[src/rtl/bus_scan_arbiter.sv]
// bus_scan_arbiter: round-robin grant of one of 16 buses onto the 1-bit demux, with watchdog release
module bus_scan_arbiter #(
    parameter int N_BUS = 16,
    parameter int TIMEOUT_W = 16,
    parameter int TIMEOUT_CYC = 1000,
    parameter logic [4:0] IDLE_SEL = 5'h1F
) (
    input  logic             clk,
    input  logic             rst,
    input  logic             enable,
    input  logic [N_BUS-1:0] req,
    input  logic             done,
    input  logic             abort,
    output logic [4:0]       sel_out,
    output logic             bus_active,
    output logic             grant_valid,
    output logic [3:0]       last_bus,
    output logic             timeout_err,
    output logic             abort_seen
);
    typedef enum logic [1:0] {IDLE, SELECT, ACTIVE, RELEASE} state_t;
    state_t state, state_nx;
    logic [3:0] idx, idx_nx, ptr, pick;
    logic [TIMEOUT_W-1:0] timer;
    logic to_hit, ab_hit;
    // next state, round-robin pick starting at ptr, and release cause
    always_comb begin
        pick = '0;
        for (int i = N_BUS - 1; i >= 0; i--)
            if (req[ptr + i[3:0]]) pick = i[3:0];
        state_nx = state;
        idx_nx = idx;
        to_hit = 1'b0;
        ab_hit = 1'b0;
        case (state)
            IDLE: if (enable && |req) begin
                state_nx = SELECT;
                idx_nx = ptr + pick;
            end
            SELECT: state_nx = enable ? ACTIVE : RELEASE;
            ACTIVE: begin
                if (done || abort || !enable || timer == TIMEOUT_W'(TIMEOUT_CYC - 1)) state_nx = RELEASE;
                ab_hit = !done && abort;
                to_hit = !done && !abort && enable && timer == TIMEOUT_W'(TIMEOUT_CYC - 1);
            end
            default: state_nx = IDLE;
        endcase
    end
    // state, registered outputs tracking the next state, and round-robin bookkeeping
    always_ff @(posedge clk or posedge rst) begin
        if (rst) begin
            state <= IDLE;
            idx <= '0;
            ptr <= '0;
            last_bus <= '0;
            timer <= '0;
            sel_out <= IDLE_SEL;
            bus_active <= 1'b0;
            grant_valid <= 1'b0;
            timeout_err <= 1'b0;
            abort_seen <= 1'b0;
        end else begin
            state <= state_nx;
            idx <= idx_nx;
            timer <= state == ACTIVE ? timer + 1'b1 : '0;
            sel_out <= state_nx == IDLE ? IDLE_SEL : {1'b0, idx_nx};
            bus_active <= state_nx == ACTIVE;
            grant_valid <= state_nx != IDLE;
            timeout_err <= to_hit;
            abort_seen <= ab_hit;
            if (state == RELEASE) begin
                last_bus <= idx;
                ptr <= idx + 1'b1;
            end
        end
    end
endmodule
[config.mk]
export PLATFORM = sky130hd
export DESIGN_NAME = bus_scan_arbiter
export DESIGN_NICKNAME = d
export VERILOG_FILES = /design/src/rtl/bus_scan_arbiter.sv
export SDC_FILE = /design/constraint.sdc
export NUM_CORES = 1
export LEC_CHECK = 0
export CORE_AREA = 2 2 76 78
export CTS_CLUSTER_DIAMETER = 120
export CTS_CLUSTER_SIZE = 20
export DETAILED_ROUTE_END_ITERATION = 8
export DIE_AREA = 0 0 78 80
export HOLD_SLACK_MARGIN = 0.15
export PLACE_DENSITY = 0.8
export REMOVE_ABC_BUFFERS = 1
export SLEW_MARGIN = 20
export SYNTH_ARGS = -nofsm -noshare
export SYNTH_HDL_FRONTEND = slang
export SYNTH_SLANG_ARGS = --single-unit
export TNS_END_PERCENT = 1
[constraint.sdc]
create_clock -name clk -period 4.7 [get_ports clk]
set_input_delay 1.175 -clock clk [delete_from_list [all_inputs] [get_ports clk]]
set_output_delay 1.175 -clock clk [all_outputs]
set_load 0.01 [all_outputs]
# [Word-level counts from Yosys, hierarchy flattened]
# Index checks and enable logic that the tools add are counted.
# Widths: inputs -> output; s select.
[op_classes] n_addsub=18 magnitude_cmp=16 n_eq_ne=5 mux=58 reduce_logical=15
[op_table] cell="$lt 4x5->1 const B" count=16
[op_table] cell="$mux 4" count=18
[op_table] cell="$bmux 1 s4" count=16
[op_table] cell="$add 4x4->4 const B" count=8
[op_table] cell="$mux 1" count=19
[op_table] cell="$add 16x1->16 const B" count=1
[op_table] cell="$add 4x3->4 const B" count=4
[op_table] cell="$eq 16x10->1 const B" count=1
[op_table] cell="$mux 16" count=1
[op_table] cell="$reduce_or 16->1" count=1
[op_table] cell="$add 4x1->4 const B" count=2
[op_table] cell="$add 4x2->4 const B" count=2
[op_table] cell="$eq 2x2->1 const B" count=3
[op_table] cell="$pmux 2 s3" count=1
[op_table] cell="$logic_and 1x1->1" count=5
[op_table] cell="$mux 5" count=1
[op_table] cell="$add 4x4->4" count=1
[op_table] cell="$logic_not 2->1" count=2
[op_table] cell="$mux 2" count=2
[op_table] cell="$logic_not 1->1" count=3
[op_table] cell="$logic_or 1x1->1" count=3
[op_table] cell="$eq 2x1->1 const B" count=1
[op_table] cell="$reduce_bool 2->1" count=1
[word_totals] ff_bits=39 inputBits=21 output_inout_bits=13

# [Depth between registers and ports, before layout]
# Gate-level depths: netlist of the first run.
[depth] depth_word=23 depth_mapped=17 depth_no_buf=15

# [Least setup slack after synthesis of the first run]
# No wires, ideal clock.
[synth_path] path_type="register -> register" start="register ptr[1]" end="register idx[3]" arrival_time_ns=3.969 slack_ns=0.597 stages_incl_launch_ff=18 period_less_slack_ns=4.103 path_cell_list="dfrtp_1 -> buf_2 -> inv_1 -> ha_1 -> clkbuf_1 -> mux4_2 -> mux2_2 -> mux2_2 -> nor2b_2 -> nand3_1 -> o221ai_1 -> and2_1 -> ha_1 -> a21o_1 -> a21oi_1 -> xor2_1 -> xnor2_1 -> o21ai_0"
[synth_via] elab_chain_len=22 word_cells_on_any_way=66
[synth_rtl] element="start, declared" line_no="23" text="logic [3:0] idx, idx_nx, ptr, pick;"
[synth_rtl] element="start signal, assigned" line_no="73" text="ptr <= idx + 1'b1;"
[synth_rtl] element="$add 4x4->4" line_no="30" text="if (req[ptr + i[3:0]]) pick = i[3:0];"
[synth_rtl] element="$bmux 1 s4" line_no="30"
[synth_rtl] element="$mux 1 (implied by the code)" line_no="30"
[synth_rtl] element="$mux 4 (16 in a row)" line_no="30"
[synth_rtl] element="$add 4x4->4 (*)" line_no="38" text="idx_nx = ptr + pick;"
[synth_rtl] element="$mux 4 (*)" line_no="36" text="IDLE: if (enable && |req) begin"
[synth_rtl] element="$mux 4 (*)" line_no="35" text="case (state)"
[synth_rtl] element="via idx_nx[3]" line_no="23"
[synth_rtl] element="end signal, assigned" line_no="64" text="idx <= idx_nx;"
[synth_rtl] element="end, declared" line_no="23"
# The timed path passes the listed nets; every way through them passes the cells marked *. The select of a mux whose other input is x is not followed.
# A chain may end at the register's enable or synchronous reset.

# [Worst setup path after layout of the first run]
[layout_path] start="input port req[1]" end="register idx[3]"
[layout_via] elab_chain_len=21 word_cells_on_any_way=53
[layout_rtl] element="start, declared" line_no="11" text="input logic [N_BUS-1:0] req,"
[layout_rtl] element="$bmux 1 s4" line_no="30"
[layout_rtl] element="$mux 1 (implied by the code)" line_no="30"
[layout_rtl] element="$mux 4 (16 in a row)" line_no="30"
[layout_rtl] element="$add 4x4->4" line_no="38"
[layout_rtl] element="$mux 4 (*)" line_no="36"
[layout_rtl] element="$mux 4 (*)" line_no="35"
[layout_rtl] element="via idx_nx[3]" line_no="23"
# Marked as above.

==> reports/summary.txt, run 1 <==
Worst-Margin Slew: 0.662 ns
Sum Neg Setup Slack: 0 ns
initial antenna violation count: 0
PortBufs: 33
DR vias: 2275
CP arrival: 4.69 ns
Die X: 78 µm
HPWL after DPL: 4870 µm
final wirelength: 6680 µm
met2 WL: 3630 µm
Synth area leader: dfrtp_1
ANT cells: 0
initial core utilization: 0.558
IO Count: 34
worst slack, placed: 0.0228 ns
status: finished, final reports clean
number of synthesized flops with an enable pin: 0
leakage power: 1.49 nW
CTS root buf: clkbuf_8
Net count, final: 344
CP Launch Type: input port
TritonCTS clock tree: yes
# fillers: 424
metal3 WL: 238 µm
fin. max-slew vios: 0
total track usage: 0.237
Reg clk slew, reported paths: 0.07 ns
Slew HR: 0.558
largest net degree at the start of global routing: 40
1st-pass router iterations: 4
most common cell in the synthesized netlist: dfrtp_1
min Tclk post-route: 4.52 ns
core area: 0.00541 mm²
PnR worst setup slack: 0.182 ns
Die Ht: 80 µm
flops & latches, synth: 39
uppermost routed layer: met4
Setup CP Type: in2reg
wl on met1: 2660 µm
gpl congestion: 0.915
final hold vios: 0
DP Area: 0.00341 mm²
first-pass GRT wire length: 11300 µm
ys flop type: dfrtp_1
vias in the first global route: 2347
cell area after layout: 0.00356 mm²
CP required: 4.87 ns
setup bufs post-CTS: 0
async set-reset flop share out of synthesis: 1.00
cell count after synthesis: 272
Row Count: 27
grt total ovfl: 0
Hold/Removal Path Class: reg2reg
PwrDens: 832 mW/mm²
Hold Slack: 0.472 ns
WL/cell: 17.6 µm
CTS HTree Levels: 2
RSZ-0062 raised after global routing: no
Synth top cells by count: 34 x dfrtp_1, 22 x inv_1, 19 x mux4_2, 17 x xnor2_1, 16 x ha_1
share of cells above drive strength 1: 0.173
crit end category: flop
Clock Latency Late Sink: 0.30 ns
top-area cell type share of the netlist area: 0.282
ranking of synthesized cells by area: dfrtp_1 28%, mux4_2 14%, ha_1 6.6%
Detail Route Antenna Nets: 0
clock sinks: 39
fmax: 221 MHz
sequential fraction of the synthesis area: 0.325
Clock Tree Buf Depth: 2
# hold bufs at CTS: 0
CTS buffer count: 5
final cycle utilization of the critical path: 0.961
setup violators final: 0
peak supply drop: 367 µV
Max Clock Skew: 0.00582 ns
synth-to-layout area growth: 17.9%
vias per std cell: 6.00
mapped cell area: 0.00302 mm²
Distinct cells, synth: 45
Initial DRC Count: 100
max-cap violations: 0
warnings from Yosys: 0
number of remaining DRC errors: 0
Syn Area/Cell: 11.1 µm²
crit-path max FO: 5
die area: 0.00624 mm²
==> final timing paths <==
check                           cells after the start      from     endpoint  slack, ns
worst min-delay path                                1  timer[0]     timer[0]       0.47
worst min register to register                      1  timer[0]     timer[0]       0.47
worst max register to register                     15    ptr[1]       idx[3]       0.58
max in group asynchronous                           3       rst   sel_out[2]       3.06
min in group asynchronous                           3       rst  grant_valid       1.28
worst max-delay path                               14    req[1]       idx[3]       0.18
==> area by class of cell <==
cell class                      count  area [µm²]  area share
Clock inverter                      3        67.6      0.0190
Clock buffer                        5        68.8      0.0193
Tap cell                           72        90.1      0.0253
Sequential cell                    39         982       0.276
Timing Repair Buffer               36         353      0.0992
Inverter                           24        90.1      0.0253
Multi-Input combinational cell    200        1910       0.536
==> metal layers <==
metal	GRT usage	vias up
met5	0	-
met4	0.0825	0
met3	0.0554	14
met2	0.429	48
met1	0.276	1142
li1	-	1071
==> metrics by stage <==
| stage | std cells | total power, mW | util |
|---|---|---|---|
| global placement | 371 | 2.49 | 0.632 |
| detailed placement | 371 | 2.57 | 0.632 |
| global route | 379 | 3.20 | 0.658 |
| CTS | 379 | 2.94 | 0.657 |
| finish | 379 | 2.96 | 0.658 |
| floorplan | 263 | 2.07 | - |
==> worst max-delay path, stage by stage <==
cell,delay [ns]
clkdlybuf4s50_1,0.50
mux4_2,0.55
mux4_2,0.51
clkinv_1,0.07
nand2_1,0.06
a311oi_2,0.29
o221ai_1,0.15
and2_1,0.21
ha_1,0.27
a21o_1,0.17
a21oi_1,0.21
xor2_1,0.25
xnor2_1,0.18
o21ai_0,0.10
==> where the power goes <==
part           total, mW  switching [mW]  internal (mW)  leakage [nW]
sequential         0.556           0.101          0.455         0.494
combinational       2.07            1.06           1.01         0.928
clock              0.333           0.121          0.212        0.0644
total               2.96            1.29           1.68          1.49
==> cell families (layout without fill, tap and decap cells) <==
| group | after synthesis | in the layout | share of synthesized area |
|---|---|---|---|
| buffers and inverters | 33 | 68 | 0.0452 |
| and+or+nand+nor | 78 | 78 | 0.141 |
| xor gates and xnor gates | 24 | 24 | 0.0697 |
| DFF | 39 | 39 | 0.325 |
| AOI/OAI and AO/OA | 33 | 33 | 0.0676 |
| muxes | 48 | 48 | 0.278 |
| adders and majority gates | 17 | 17 | 0.0730 |
==> flip-flops by register name, summed over array words and instances, names as in the netlist <==
register	count
ptr	4
idx	4
timer	16
last_bus	4
state	2
timeout_err	1
grant_valid	1
bus_active	1
sel_out	5
abort_seen	1
==> placed cells by master, fill, tap and decap left out, types with 6 or more instances in the layout <==
| cell type | Yosys | final |
|---|---|---|
| dfrtp_1 | 34 | 34 |
| clkdlybuf4s50_1 | 0 | 33 |
| inv_1 | 22 | 22 |
| mux4_2 | 19 | 19 |
| xnor2_1 | 17 | 17 |
| ha_1 | 16 | 16 |
| mux2_2 | 13 | 13 |
| nand2_1 | 12 | 12 |
| and2_1 | 12 | 12 |
| nor2_1 | 11 | 11 |
| nand3_1 | 10 | 10 |
| a21oi_1 | 9 | 9 |
| xor2_1 | 7 | 7 |
| mux2i_1 | 7 | 7 |
| o21ai_0 | 7 | 7 |
| mux4_1 | 6 | 6 |
| or3_1 | 6 | 6 |
==> what timing repair did <==
item	CTS	global route
gates resized for setup	0	1
setup endpoints to repair	0	2
endpoints found under the hold margin	0	0
No activity file was read; power rests on OpenSTA's default activity.
==> inputs of run 2 (changes only) <==
--- a/config.mk
+++ b/config.mk
@@ -7,7 +7,7 @@
 export LEC_CHECK = 0
 export CORE_AREA = 2 2 76 78
 export CTS_CLUSTER_DIAMETER = 120
-export CTS_CLUSTER_SIZE = 20
+export CTS_CLUSTER_SIZE = 14
 export DETAILED_ROUTE_END_ITERATION = 8
 export DIE_AREA = 0 0 78 80
 export HOLD_SLACK_MARGIN = 0.15
==> results of run 2 <==
Same layout as run 1: the final DEF is identical, and so are final timing and power.
